--- src/rtl/seg_scan_controller.sv ---
// rtl/seg_scan_controller.sv - eight-digit 7-segment scan controller with blanking and per-frame snapshot
module seg_scan_controller #(
  parameter int CLK_FREQ     = 100000000,
  parameter int SCAN_FREQ    = 500,
  parameter int TICK_DIV     = CLK_FREQ / SCAN_FREQ,
  parameter int BLANK_CYCLES = 1000
) (
  input  logic        clk_in,
  input  logic        reset,
  input  logic [31:0] data_in,
  input  logic [7:0]  dp_in,
  input  logic [7:0]  digit_en,
  input  logic        hold,
  output logic [7:0]  anode,
  output logic [6:0]  cathode,
  output logic        dp,
  output logic [2:0]  digit_idx,
  output logic        frame_done
);

  // Counter only ever holds values below TICK_DIV (blank and drive phases are both shorter).
  localparam int CNT_W = (TICK_DIV > 2) ? $clog2(TICK_DIV) : 1;
  localparam logic [CNT_W-1:0] BLANK_LAST = CNT_W'(BLANK_CYCLES - 1);
  localparam logic [CNT_W-1:0] DRIVE_LAST = CNT_W'(TICK_DIV - BLANK_CYCLES - 1);

  typedef enum logic {ST_BLANK, ST_DRIVE} state_t;

  state_t           r_state;
  logic [CNT_W-1:0] r_cnt;
  logic [2:0]       r_digit_idx;
  logic [31:0]      r_snapshot;
  logic [7:0]       r_dpsnap;
  logic             r_frame_start;
  logic [7:0]       r_anode;
  logic [6:0]       r_cathode;
  logic             r_dp;
  logic             r_frame_done;

  logic [2:0]  w_next_idx;
  logic [2:0]  w_drive_idx;
  logic        w_any_en;
  logic        w_wrap;
  logic [31:0] w_snap_src;
  logic [7:0]  w_dp_src;
  logic [3:0]  w_drive_nib;
  logic [7:0]  w_drive_onehot;
  logic [7:0]  w_cur_onehot;

  // Active-low segment pattern {a..g} for one hex nibble.
  function automatic logic [6:0] hexdec(input logic [3:0] nib);
    logic [6:0] seg;
    case (nib)
      4'h0: seg = 7'b0000001;
      4'h1: seg = 7'b1001111;
      4'h2: seg = 7'b0010010;
      4'h3: seg = 7'b0000110;
      4'h4: seg = 7'b1001100;
      4'h5: seg = 7'b0100100;
      4'h6: seg = 7'b0100000;
      4'h7: seg = 7'b0001111;
      4'h8: seg = 7'b0000000;
      4'h9: seg = 7'b0000100;
      4'hA: seg = 7'b0001000;
      4'hB: seg = 7'b1100000;
      4'hC: seg = 7'b0110001;
      4'hD: seg = 7'b1000010;
      4'hE: seg = 7'b0110000;
      default: seg = 7'b0111000;
    endcase
    return seg;
  endfunction

  // First enabled index strictly after cur, searched cyclically; returns cur when it is the only one.
  function automatic logic [2:0] next_after(input logic [2:0] cur, input logic [7:0] mask);
    logic [2:0] res;
    logic [2:0] cand;
    res = cur;
    for (int k = 7; k >= 1; k--) begin
      cand = cur + 3'(k);
      if (mask[cand]) res = cand;
    end
    return res;
  endfunction

  assign w_any_en       = |digit_en;
  assign w_next_idx     = next_after(r_digit_idx, digit_en);
  assign w_wrap         = (w_next_idx <= r_digit_idx);
  // The mask may have changed since the index was chosen, so re-resolve it when driving starts.
  assign w_drive_idx    = digit_en[r_digit_idx] ? r_digit_idx : w_next_idx;
  // A pending frame start means the snapshot is taken on this very edge, so decode the live inputs.
  assign w_snap_src     = r_frame_start ? data_in : r_snapshot;
  assign w_dp_src       = r_frame_start ? dp_in : r_dpsnap;
  assign w_drive_nib    = w_snap_src[{w_drive_idx, 2'b00} +: 4];
  assign w_drive_onehot = 8'b1 << w_drive_idx;
  assign w_cur_onehot   = 8'b1 << r_digit_idx;

  // Scan FSM: blank gap, then drive one digit, then pick the next enabled digit.
  always_ff @(posedge clk_in) begin
    if (reset) begin
      r_state       <= ST_BLANK;
      r_cnt         <= '0;
      r_digit_idx   <= 3'd0;
      r_snapshot    <= 32'h0;
      r_dpsnap      <= 8'h0;
      r_frame_start <= 1'b1;
      r_anode       <= 8'hFF;
      r_cathode     <= 7'h7F;
      r_dp          <= 1'b1;
      r_frame_done  <= 1'b0;
    end else if (hold) begin
      r_frame_done <= 1'b0;
    end else begin
      r_frame_done <= 1'b0;
      if (r_state == ST_BLANK) begin
        r_anode   <= 8'hFF;
        r_cathode <= 7'h7F;
        r_dp      <= 1'b1;
        if (!w_any_en) begin
          // Idle: nothing to show; the next enabled digit starts a fresh frame.
          r_cnt         <= '0;
          r_digit_idx   <= 3'd0;
          r_frame_start <= 1'b1;
        end else if (r_cnt == BLANK_LAST) begin
          r_state     <= ST_DRIVE;
          r_cnt       <= '0;
          r_digit_idx <= w_drive_idx;
          r_anode     <= ~w_drive_onehot;
          r_cathode   <= hexdec(w_drive_nib);
          r_dp        <= ~w_dp_src[w_drive_idx];
          if (r_frame_start) begin
            r_snapshot    <= data_in;
            r_dpsnap      <= dp_in;
            r_frame_start <= 1'b0;
          end
        end else begin
          r_cnt <= r_cnt + 1'b1;
        end
      end else begin
        if (r_cnt == DRIVE_LAST) begin
          r_state   <= ST_BLANK;
          r_cnt     <= '0;
          r_anode   <= 8'hFF;
          r_cathode <= 7'h7F;
          r_dp      <= 1'b1;
          if (w_any_en) begin
            r_digit_idx <= w_next_idx;
            if (w_wrap) begin
              r_frame_done  <= 1'b1;
              r_frame_start <= 1'b1;
            end
          end else begin
            r_digit_idx   <= 3'd0;
            r_frame_start <= 1'b1;
          end
        end else begin
          r_cnt   <= r_cnt + 1'b1;
          // A digit disabled mid-slot goes dark at once; the slot still runs to its end.
          r_anode <= digit_en[r_digit_idx] ? ~w_cur_onehot : 8'hFF;
        end
      end
    end
  end

  assign anode      = r_anode;
  assign cathode    = r_cathode;
  assign dp         = r_dp;
  assign digit_idx  = r_digit_idx;
  assign frame_done = r_frame_done;

endmodule

--- config.mk ---
export PLATFORM = sky130hd
export DESIGN_NAME = seg_scan_controller
export DESIGN_NICKNAME = d
export VERILOG_FILES = /design/src/rtl/seg_scan_controller.sv
export SDC_FILE = /design/constraint.sdc
export NUM_CORES = 1
export LEC_CHECK = 0
export ABC_AREA = 1
export BUFFER_PORTS_ARGS = -buffer_cell sky130_fd_sc_hd__buf_4
export CORE_ASPECT_RATIO = 1.75
export CORE_MARGIN = 5
export CORE_UTILIZATION = 53
export CTS_CLUSTER_SIZE = 20
export DETAILED_ROUTE_END_ITERATION = 16
export PLACE_DENSITY = 0.83
export SYNTH_ARGS = -nofsm -noshare
export SYNTH_HDL_FRONTEND = slang
export SYNTH_SLANG_ARGS = --single-unit
export TNS_END_PERCENT = 10
--- constraint.sdc ---
create_clock -name clk_in -period 2.9 [get_ports clk_in]
set_input_delay 0.435 -clock clk_in [delete_from_list [all_inputs] [get_ports clk_in]]
set_output_delay 0.435 -clock clk_in [all_outputs]
set_load 0.005 [all_outputs]
==> impl_metrics.ini, run 1 <==
[logic_synthesis]
synthesis.instances = 804
synth.yosys.warnings = 0
post_synth.cell_area_avg_um2 = 6.63
synthesis.nets = 872
postSynthRegisterBits = 80
postSynth.asyncResetShare_pct = 0
synth.lib_cells_used.distinct = 42
synth.yosys.seq_area_share_pct = 30.0
postSynth.topFlopCell = sky130_fd_sc_hd__dfxtp_1
cell_area_after_synthesis_um2 = 5330
synth_edf_count = 0

[floorplanning]
coreArea_um2 = 9850
rows = 48
initial_utilization_pct = 54.2
design.portCount = 71
dieHeight_um = 143
total_die_area_um2 = 12200
floorplan.die.width_um = 85.8

[grt]
globalRouteOverflowTotal = 0
antenna_violations_before_repair = 0
global_route.usage.total_pct = 25.4
grt_pass1_wl_mm = 25.1
vias_in_the_first_global_route = 5509
grt_start_max_net_pins = 60

[placement]
routabilityCongestion = 0.937
dp_hpwl_mm = 11.2
dp_cells = 1016
port-buffer-count = 70
place_ws_ps = -135
placement.cell_area_um2 = 6350

[critical_path]
timing.critical_path.from_type = flip-flop
required_ps = 3140
path_max_fanout = 14
timing_worst_setup_path_type = reg -> reg
critical_path_arrival_ps = 3320
crit_path_end_kind = flip-flop

[power_and_ir_drop]
power_per_cell_area_nw_per_um2 = 432
p_leak_uw = 0.00324
ir_worst_vdd_v = 0.000421

[timing]
timing.final.max_slew_violations = 0
report.final.setup_viol = 8
totalNegativeSetupSlack_ps = -1100
relSlewSlack_pct = 58.7
timing_worst_slew_pin_value_ps = 614
period_needed_ps = 3080
setup_slack_ps = -179
rsz0062_at_grt = yes
finalCritPeriodShare_pct = 106
worst_clock_skew_ps = 5.35
timing.fmax_ghz = 0.325
report.final.hold_viol_count = 0

[finish]
final_cells = 1039
mostFrequentLayoutCells = sky130_fd_sc_hd__nand2_1 (196), sky130_fd_sc_hd__buf_4 (123), sky130_fd_sc_hd__inv_1 (77), sky130_fd_sc_hd__dfxtp_1 (77), sky130_fd_sc_hd__o21ai_0 (63)
insertedDiodeCount = 0
area_growth_syn_to_layout_pct = 31.6
layout_net_count = 977
utilization_pct = 71.3
layout_commonest_cell = sky130_fd_sc_hd__nand2_1
drive_above_1_share_pct = 28.9
final_area_um2 = 7020

[route]
initialDrtViolationCount = 402
via_per_instance_ratio = 5.79
postRouteAntennaNets = 0
dr_total_vias = 6016
routed_wirelength_mm = 16.7
detail_route.first_pass.iterations = 5
avgRoutedWirePerCell_um = 16.1
remaining_drc_errors = 0

[cts]
clock-root-buffer = sky130_fd_sc_hd__clkbuf_16
htreeDepth = 3
worst_skew_pair.late_latency_ps = 340
tritoncts.num_buffers = 9
clkSinkCount = 80
clkTransAtPathRegs_ps = 60
tritoncts = yes
cts-root-to-sink-buffers = 2
post_cts_hold_buffer_count = 0

[outcome]
run_status = finished, violations left
failed_checks = setup timing

[run]
maxCapViolations = 0

[min_path]
hold_class = in -> reg
==> logic make-up (layout without fill, tap and decap cells) <==
group / count (synthesis) / count (layout) / synth area share, %
DFF: 80 / 80 / 30.0
adders and majority gates: 17 / 17 / 3.99
muxes: 11 / 11 / 2.06
AOI/OAI and AO/OA: 162 / 162 / 16.9
buffers and inverters: 125 / 234 / 10.6
and+or+nand+nor: 404 / 405 / 35.6
xor gates and xnor gates: 5 / 5 / 0.821
==> registers in the layout, summed over array words and instances, names as in the netlist <==
register / flops
r_frame_start: 1
dp: 1
cathode: 7
r_state: 1
frame_done: 1
r_cnt: 18
r_dpsnap: 8
anode: 8
digit_idx: 3
r_snapshot: 32
==> what timing repair did <==
action                     4_1_cts  5_1_grt
setup buffers                    2        4
setup endpoints to repair        7       15
cloned                           0        1
pin swaps                        3       24
gates resized for setup          9       56
==> Yosys cell counts (11+ instances only) <==
library cell,n,share of area [%]
sky130_fd_sc_hd__a21oi_1,62,5.8
sky130_fd_sc_hd__clkbuf_1,20,1.4
sky130_fd_sc_hd__dfxtp_1,80,30
sky130_fd_sc_hd__ha_1,17,4.0
sky130_fd_sc_hd__inv_1,80,5.6
sky130_fd_sc_hd__mux2i_1,11,2.1
sky130_fd_sc_hd__nand2_1,214,15
sky130_fd_sc_hd__nand2_2,21,2.5
sky130_fd_sc_hd__nand3_1,67,6.3
sky130_fd_sc_hd__nand3_2,12,2.3
sky130_fd_sc_hd__nor2_1,47,3.3
sky130_fd_sc_hd__o211a_1,11,2.1
sky130_fd_sc_hd__o21ai_0,67,6.3
==> layout make-up <==
type                       instances  area (um2)
fill                             765        2830
inverter                          89         359
clock buffer                      10         239
tap                              125         156
sequential                        80        1610
multi-input combinational        600        3540
timing repair buffer             129        1020
clock inverter                     6        97.6
==> metrics by stage <==
stage	hold slack, ps	power (uW)
4_1_cts	401	2960
6_report	404	3030
3_5_place_dp	438	1660
3_3_place_gp	433	1650
5_1_grt	427	3140
2_1_floorplan	424	1480
==> layer usage <==
layer / GRT usage (%) / up-vias / part of all wire (%)
li1: - / 2868 / -
met1: 26.2 / 2798 / 35
met2: 48.4 / 269 / 54
met3: 4.04 / 81 / 5.4
met4: 12.3 / 0 / 5.2
met5: 0 / - / 0
==> report_power, final <==
group          internal, uW  leakage [uW]  switching (uW)
Sequential             1110      0.000649            7.69
Combinational           260       0.00242             365
Clock                   792      0.000166             502
Total                  2160       0.00324             874
==> worst max-delay path, stage by stage (launching register included) <==
cell	delay, ps
sky130_fd_sc_hd__dfxtp_4	400
sky130_fd_sc_hd__clkinv_8	70
sky130_fd_sc_hd__ha_4	350
sky130_fd_sc_hd__inv_6	60
sky130_fd_sc_hd__nand3_4	90
sky130_fd_sc_hd__nand3_4	100
sky130_fd_sc_hd__nand2_4	100
sky130_fd_sc_hd__nand2_2	60
sky130_fd_sc_hd__nand2_1	50
sky130_fd_sc_hd__nand2_1	50
sky130_fd_sc_hd__nand2_1	70
sky130_fd_sc_hd__nand2_2	80
sky130_fd_sc_hd__nand3_4	100
sky130_fd_sc_hd__nand3_4	120
sky130_fd_sc_hd__nand2_8	130
sky130_fd_sc_hd__nand2_1	70
sky130_fd_sc_hd__o21ai_1	110
sky130_fd_sc_hd__nand2_1	100
sky130_fd_sc_hd__nand3_2	100
sky130_fd_sc_hd__nand2_4	100
sky130_fd_sc_hd__ha_4	290
sky130_fd_sc_hd__nand3_1	80
sky130_fd_sc_hd__nand3_1	100
sky130_fd_sc_hd__nand3_1	80
sky130_fd_sc_hd__nand2_1	80
sky130_fd_sc_hd__nand2_1	40
==> worst paths after layout <==
check | endpoint | slack, ps | cells past startpoint | start
worst min register to register | r_snapshot[13]$_SDFFE_PP0P_ | 450 | 2 | r_snapshot[13]$_SDFFE_PP0P_
worst min-delay path | r_state$_SDFFE_PP0N_ | 400 | 2 | reset
worst max-delay path | cathode[3]$_SDFFE_PP1P_ | -180 | 25 | digit_idx[1]$_SDFFE_PP0P_
worst max register to register | cathode[3]$_SDFFE_PP1P_ | -180 | 25 | digit_idx[1]$_SDFFE_PP0P_
Power figures use the tool's default switching activity.
==> inputs of run 2 (changes only) <==
--- a/config.mk
+++ b/config.mk
@@ -7,12 +7,12 @@
 export LEC_CHECK = 0
 export ABC_AREA = 1
 export BUFFER_PORTS_ARGS = -buffer_cell sky130_fd_sc_hd__buf_4
-export CORE_ASPECT_RATIO = 1.75
+export CORE_ASPECT_RATIO = 0.9
 export CORE_MARGIN = 5
-export CORE_UTILIZATION = 53
+export CORE_UTILIZATION = 23
 export CTS_CLUSTER_SIZE = 20
 export DETAILED_ROUTE_END_ITERATION = 16
-export PLACE_DENSITY = 0.83
+export PLACE_DENSITY = 0.46
 export SYNTH_ARGS = -nofsm -noshare
 export SYNTH_HDL_FRONTEND = slang
 export SYNTH_SLANG_ARGS = --single-unit
==> run 2 against run 1 <==
Sequential power barely moved. Power decreased by 5.0%. First-iteration DRC count down 27%. Die area up 120%. Cell area grew 2.9%. Setup slack better by 56 ps. Core utilization is 39 points lower. Cell count is 17% higher. Clock-buffer cell count up 1. Routed wire length decreased by 2.8%. The flow still finishes with violations (setup timing). Combinational power fell by 5.8%.
==> impl_metrics.ini, run 2 (same netlist as run 1, synthesis figures left out) <==
[timing]
setup_slack_ps = -123
totalNegativeSetupSlack_ps = -682
report.final.setup_viol = 7
timing.fmax_ghz = 0.331
timing_worst_slew_pin_value_ps = 513
timing.final.max_slew_violations = 0
period_needed_ps = 3020
report.final.hold_viol_count = 0
finalCritPeriodShare_pct = 104
relSlewSlack_pct = 65.7
rsz0062_at_grt = yes
worst_clock_skew_ps = 9.31

[critical_path]
crit_path_top_delay_cell = sky130_fd_sc_hd__dfxtp_4
worstReg2RegEnd = cathode[6]$_SDFFE_PP1P_
worst_path_most_repeated_cell = sky130_fd_sc_hd__nand2_2
critical_path_arrival_ps = 3260
rr_startpoint = digit_idx[1]$_SDFFE_PP0P_
timing.critical_path.from_type = flip-flop
required_ps = 3140
crit_path_end_kind = flip-flop
reg2reg_depth = 28
ff2ff_setup_slack_ps = -120
timing_worst_setup_path_type = reg -> reg
path_max_fanout = 6
max_stage_delay_ps = 400

[cts]
worst_skew_pair.late_latency_ps = 350
clkTransAtPathRegs_ps = 70
htreeDepth = 3
clock-root-buffer = sky130_fd_sc_hd__clkbuf_16
cts-root-to-sink-buffers = 2
tritoncts.num_buffers = 9
tritoncts = yes
clkSinkCount = 80
post_cts_hold_buffer_count = 0

[finish]
flip_flop_count_of_the_largest_register_after_layout = 32
final_cells = 1218
layout_commonest_cell = sky130_fd_sc_hd__nand2_1
largest_register_by_flop_count = r_snapshot
area_growth_syn_to_layout_pct = 35.4
insertedDiodeCount = 0
fill_cells = 2486
mostFrequentLayoutCells = sky130_fd_sc_hd__nand2_1 (201), sky130_fd_sc_hd__buf_4 (131), sky130_fd_sc_hd__dfxtp_1 (77)
drive_above_1_share_pct = 28.7
layout_net_count = 985
biggestRegsByFlops = r_snapshot (32), r_cnt (18)

[route]
postRouteAntennaNets = 0
initialDrtViolationCount = 294
routed_wirelength_mm = 16.2
via_per_instance_ratio = 4.44
detail_route.first_pass.iterations = 5
dr_total_vias = 5407
avgRoutedWirePerCell_um = 13.3
remaining_drc_errors = 0

[grt]
grt_pass1_wl_mm = 26.7
antenna_violations_before_repair = 0
grt_start_max_net_pins = 71
global_route.usage.total_pct = 12.5
vias_in_the_first_global_route = 5271
globalRouteOverflowTotal = 0

[power_and_ir_drop]
p_leak_uw = 0.00324
power_per_cell_area_nw_per_um2 = 399
power.total_uw = 2880
ir_worst_vdd_v = 0.000235

[placement]
routabilityCongestion = 0.838
dp_hpwl_mm = 12.3
port-buffer-count = 70
dp_cells = 1198

[floorplanning]
rows = 52
design.portCount = 71
dieHeight_um = 154
coreArea_um2 = 22600
initial_utilization_pct = 23.6
total_die_area_um2 = 26300
floorplan.die.width_um = 171

[run]
maxCapViolations = 0

[min_path]
hold-path-endpoint = r_state$_SDFFE_PP0N_
worst_hold_path.num_cells = 2
hold_class = in -> reg
hold_path.startpoint = reset

[outcome]
failed_checks = setup timing
run_status = finished, violations left
-- run 2: changes by cell type in the layout (fill, tap and decap cells not counted), moves of 2 or more --
cell / before / now
sky130_fd_sc_hd__nand2_1: 196 / 201
sky130_fd_sc_hd__o21ai_1: 10 / 12
sky130_fd_sc_hd__o21ai_2: 1 / 3
sky130_fd_sc_hd__clkinvlp_4: 0 / 2
sky130_fd_sc_hd__ha_2: 3 / 1
sky130_fd_sc_hd__ha_1: 7 / 10
sky130_fd_sc_hd__o21ai_0: 63 / 59
sky130_fd_sc_hd__buf_4: 123 / 131
sky130_fd_sc_hd__nand2_2: 34 / 29
-- run 2: layout make-up --
class / instances / area [um2] / area share (%)
multi-input combinational: 600 / 3510 / 48.7
sequential: 80 / 1610 / 22.3
timing repair buffer: 137 / 1070 / 14.8
tap: 297 / 372 / 5.14
inverter: 89 / 362 / 5.01
clock buffer: 11 / 243 / 3.36
clock inverter: 4 / 53.8 / 0.745
-- run 2: worst max-delay path, delay by kind of cell, from the launching register on --
kind                     cells  cell delay (ps)
flip-flops                   1              400
AND/OR/NAND/NOR             21             1600
buffers and inverters        5              450
adder cells (fa/ha/maj)      2              470
-- run 2: repair_timing --
item / 4_1_cts / 5_1_grt
gates cloned: 0 / 1
pin swaps: 13 / 24
gates resized for setup: 29 / 37
setup buffers: 3 / 1
endpoints found under the setup margin: 7 / 18
-- run 2: how the worst max path moves through the flow --
stage	start	depth (start not counted)	slack, ps	endpoint
after CTS	digit_idx[1]$_SDFFE_PP0P_	27	-50	cathode[6]$_SDFFE_PP1P_
after global placement	digit_idx[1]$_SDFFE_PP0P_	27	-140	cathode[6]$_SDFFE_PP1P_
final	digit_idx[1]$_SDFFE_PP0P_	28	-120	cathode[6]$_SDFFE_PP1P_
after detailed placement	digit_idx[1]$_SDFFE_PP0P_	26	-160	cathode[6]$_SDFFE_PP1P_
after floorplan	digit_idx[1]$_SDFFE_PP0P_	30	-30	cathode[1]$_SDFFE_PP1P_
after global routing	digit_idx[1]$_SDFFE_PP0P_	24	-370	cathode[2]$_SDFFE_PP1P_
-- run 2: per-stage QoR --
| step | util [%] | hold WS (ps) | worst slack (ps) | instance area, um2 |
|---|---|---|---|---|
| after floorplan | - | 424 | -30.1 | 5460 |
| after global placement | 29.3 | 434 | -137 | 6630 |
| after detailed placement | 29.3 | 440 | -157 | 6630 |
| after CTS | 31.3 | 404 | -54.7 | 7080 |
| after global routing | 31.9 | 432 | -369 | 7220 |
| final | 31.9 | 416 | -123 | 7220 |
-- run 2: per-layer routing --
metal  track usage, %  up-vias  routed length (um)
met1             17.5     2430                8400
met3             2.91       12                 678
met5                0        -                   0
met4             3.08        0                 184
met2             19.4       85                6960
li1                 -     2880                   -
-- run 2: report_power, final --
group / total [uW] / internal [uW] / leakage (uW) / switching [uW]
logic: 588 / 253 / 0.00246 / 335
registers: 1120 / 1110 / 0.000649 / 7.00
clock network: 1180 / 690 / 0.000138 / 488
total: 2880 / 2050 / 0.00324 / 830
==> inputs of run 3 (changes only) <==
--- a/config.mk
+++ b/config.mk
@@ -10,9 +10,11 @@
 export CORE_ASPECT_RATIO = 0.9
 export CORE_MARGIN = 5
 export CORE_UTILIZATION = 23
+export CTS_BUF_LIST = sky130_fd_sc_hd__clkbuf_8
 export CTS_CLUSTER_SIZE = 20
 export DETAILED_ROUTE_END_ITERATION = 16
 export PLACE_DENSITY = 0.46
+export REMOVE_ABC_BUFFERS = 1
 export SYNTH_ARGS = -nofsm -noshare
 export SYNTH_HDL_FRONTEND = slang
 export SYNTH_SLANG_ARGS = --single-unit
==> run 3 against run 2 <==
The run still ends with setup timing left. Setup slack got worse by 74 ps. Flip-flop and latch count unchanged. Die area unchanged.
==> impl_metrics.ini, run 3 (same netlist as run 1, synthesis figures left out) <==
[placement]
routabilityCongestion = 0.844
place_ws_ps = -298
port-buffer-count = 70
dp_hpwl_mm = 12.5

[timing]
report.final.setup_viol = 8
timing.fmax_ghz = 0.323
finalCritPeriodShare_pct = 107
rsz0062_at_grt = yes
report.final.hold_viol_count = 0
timing.final.max_slew_violations = 0
relSlewSlack_pct = 62.1
setup_slack_ps = -197
period_needed_ps = 3100
timing_worst_slew_pin_value_ps = 566
worst_clock_skew_ps = 11.3

[finish]
layout_commonest_cell = sky130_fd_sc_hd__nand2_1
fill_cells = 2478
biggestRegsByFlops = r_snapshot (32), r_cnt (18)
utilization_pct = 32.9
largest_register_by_flop_count = r_snapshot
area_growth_syn_to_layout_pct = 39.6
layout_net_count = 1001
insertedDiodeCount = 0
flip_flop_count_of_the_largest_register_after_layout = 32
drive_above_1_share_pct = 32.2
mostFrequentLayoutCells = sky130_fd_sc_hd__nand2_1 (195), sky130_fd_sc_hd__buf_4 (141), sky130_fd_sc_hd__dfxtp_1 (77)

[critical_path]
timing.critical_path.from_type = flip-flop
path_max_fanout = 10
rr_startpoint = digit_idx[0]$_SDFFE_PP0P_
max_stage_delay_ps = 370
reg2reg_depth = 30
critical_path_arrival_ps = 3370
ff2ff_setup_slack_ps = -200
required_ps = 3180
crit_path_end_kind = flip-flop
crit_path_top_delay_cell = sky130_fd_sc_hd__dfxtp_4
worst_path_most_repeated_cell = sky130_fd_sc_hd__nand2_1
timing_worst_setup_path_type = reg -> reg
worstReg2RegEnd = cathode[6]$_SDFFE_PP1P_

[cts]
clock-root-buffer = sky130_fd_sc_hd__clkbuf_8
post_cts_hold_buffer_count = 0
htreeDepth = 3
clkSinkCount = 80
clkTransAtPathRegs_ps = 90
worst_skew_pair.late_latency_ps = 380
tritoncts.num_buffers = 9
cts-root-to-sink-buffers = 2
tritoncts = yes

[route]
postRouteAntennaNets = 0
detail_route.first_pass.iterations = 5
dr_total_vias = 5570
routed_wirelength_mm = 16.8
via_per_instance_ratio = 4.51
avgRoutedWirePerCell_um = 13.6
remaining_drc_errors = 0
initialDrtViolationCount = 357

[floorplanning]
coreArea_um2 = 22600
total_die_area_um2 = 26300
initial_utilization_pct = 23.6
rows = 52
design.portCount = 71
floorplan.die.width_um = 171
dieHeight_um = 154

[power_and_ir_drop]
power.clock.fraction_pct = 37.1
power_switching_share_pct = 29.6
ir_worst_vdd_v = 0.000194
netSwitchingPower_uw = 830
power.internal_uw = 1970
p_leak_uw = 0.00334
power_per_cell_area_nw_per_um2 = 377
share_comb_of_total_power_pct = 23.2
power_frac_seq_pct = 39.7

[outcome]
failed_checks = setup timing
run_status = finished, violations left

[min_path]
hold_class = in -> reg
hold-path-endpoint = r_cnt[1]$_SDFFE_PP0N_
worst_hold_path.num_cells = 2
hold_path.startpoint = reset

[grt]
grt_pass1_wl_mm = 27.2
grt_start_max_net_pins = 40
global_route.usage.total_pct = 12.6
globalRouteOverflowTotal = 0
antenna_violations_before_repair = 0
vias_in_the_first_global_route = 5447

[run]
maxCapViolations = 0
==> run 3: changes by cell type in the layout (fill, tap and decap cells not counted), sizes merged <==
cell,change
buf,+16
bufinv,+2
clkbuf,-2
clkinvlp,-1
inv,-1
clkinv,+3
==> run 3: what timing repair did <==
| action | in CTS | in global routing |
|---|---|---|
| endpoints found under the setup margin | 11 | 19 |
| pin swaps | 31 | 33 |
| setup buffers | 11 | 6 |
| gates resized for setup | 53 | 65 |
| gates cloned | 1 | 0 |
==> run 3: per-stage QoR <==
step	instance area, um2	cells	total power [uW]	hold slack (ps)	setup TNS (ps)
floorplan	5110	768	1430	426	-15220
global placement	6540	1201	1650	434	-1490
detailed placement	6540	1201	1650	442	-1820
CTS	7120	1229	2750	374	-612
global route	7440	1235	2950	395	-3460
finish	7440	1235	2800	386	-1170
==> run 3: final cells by class <==
class / count / area, um2 / area share (%)
Clock inverter: 7 / 120 / 1.61
Multi-Input combinational cell: 600 / 3620 / 48.6
Sequential cell: 80 / 1610 / 21.6
Tap cell: 297 / 372 / 4.99
Clock buffer: 9 / 124 / 1.66
Inverter: 89 / 357 / 4.79
Timing Repair Buffer: 153 / 1240 / 16.7
==> run 3: how the worst max path moves through the flow <==
stage	startpoint	end	cells past startpoint
final	digit_idx[0]$_SDFFE_PP0P_	cathode[6]$_SDFFE_PP1P_	30
after global routing	digit_idx[0]$_SDFFE_PP0P_	cathode[6]$_SDFFE_PP1P_	30
after CTS	digit_idx[1]$_SDFFE_PP0P_	cathode[3]$_SDFFE_PP1P_	28
after detailed placement	digit_idx[1]$_SDFFE_PP0P_	cathode[6]$_SDFFE_PP1P_	27
after global placement	digit_idx[0]$_SDFFE_PP0P_	cathode[6]$_SDFFE_PP1P_	28
after floorplan	digit_idx[0]$_SDFFE_PP0P_	cathode[1]$_SDFFE_PP1P_	27
==> run 3: routing by layer <==
layer / up-vias / wire [um] / global-route usage [%]
li1: 2910 / - / -
met1: 2539 / 8560 / 18.4
met2: 107 / 7280 / 19.1
met3: 14 / 711 / 2.73
met4: 0 / 214 / 2.47
met5: - / 0 / 0
==> run 3: critical path, delay by kind of cell, from the launching register on <==
kind | cells | cell delay (ps)
adders and majority gates | 1 | 150
buffers and inverters | 6 | 720
DFF | 1 | 370
and+or+nand+nor | 23 | 1740
==> run 3: power by group through the flow <==
| stage | Sequential [uW] | Combinational, uW | Clock, uW |
|---|---|---|---|
| after floorplan | 1140 | 288 | 0 |
| after global placement | 1140 | 510 | 0 |
| after detailed placement | 1140 | 505 | 0 |
| after CTS | 1120 | 564 | 1070 |
| after global routing | 1120 | 722 | 1110 |
| final | 1110 | 651 | 1040 |
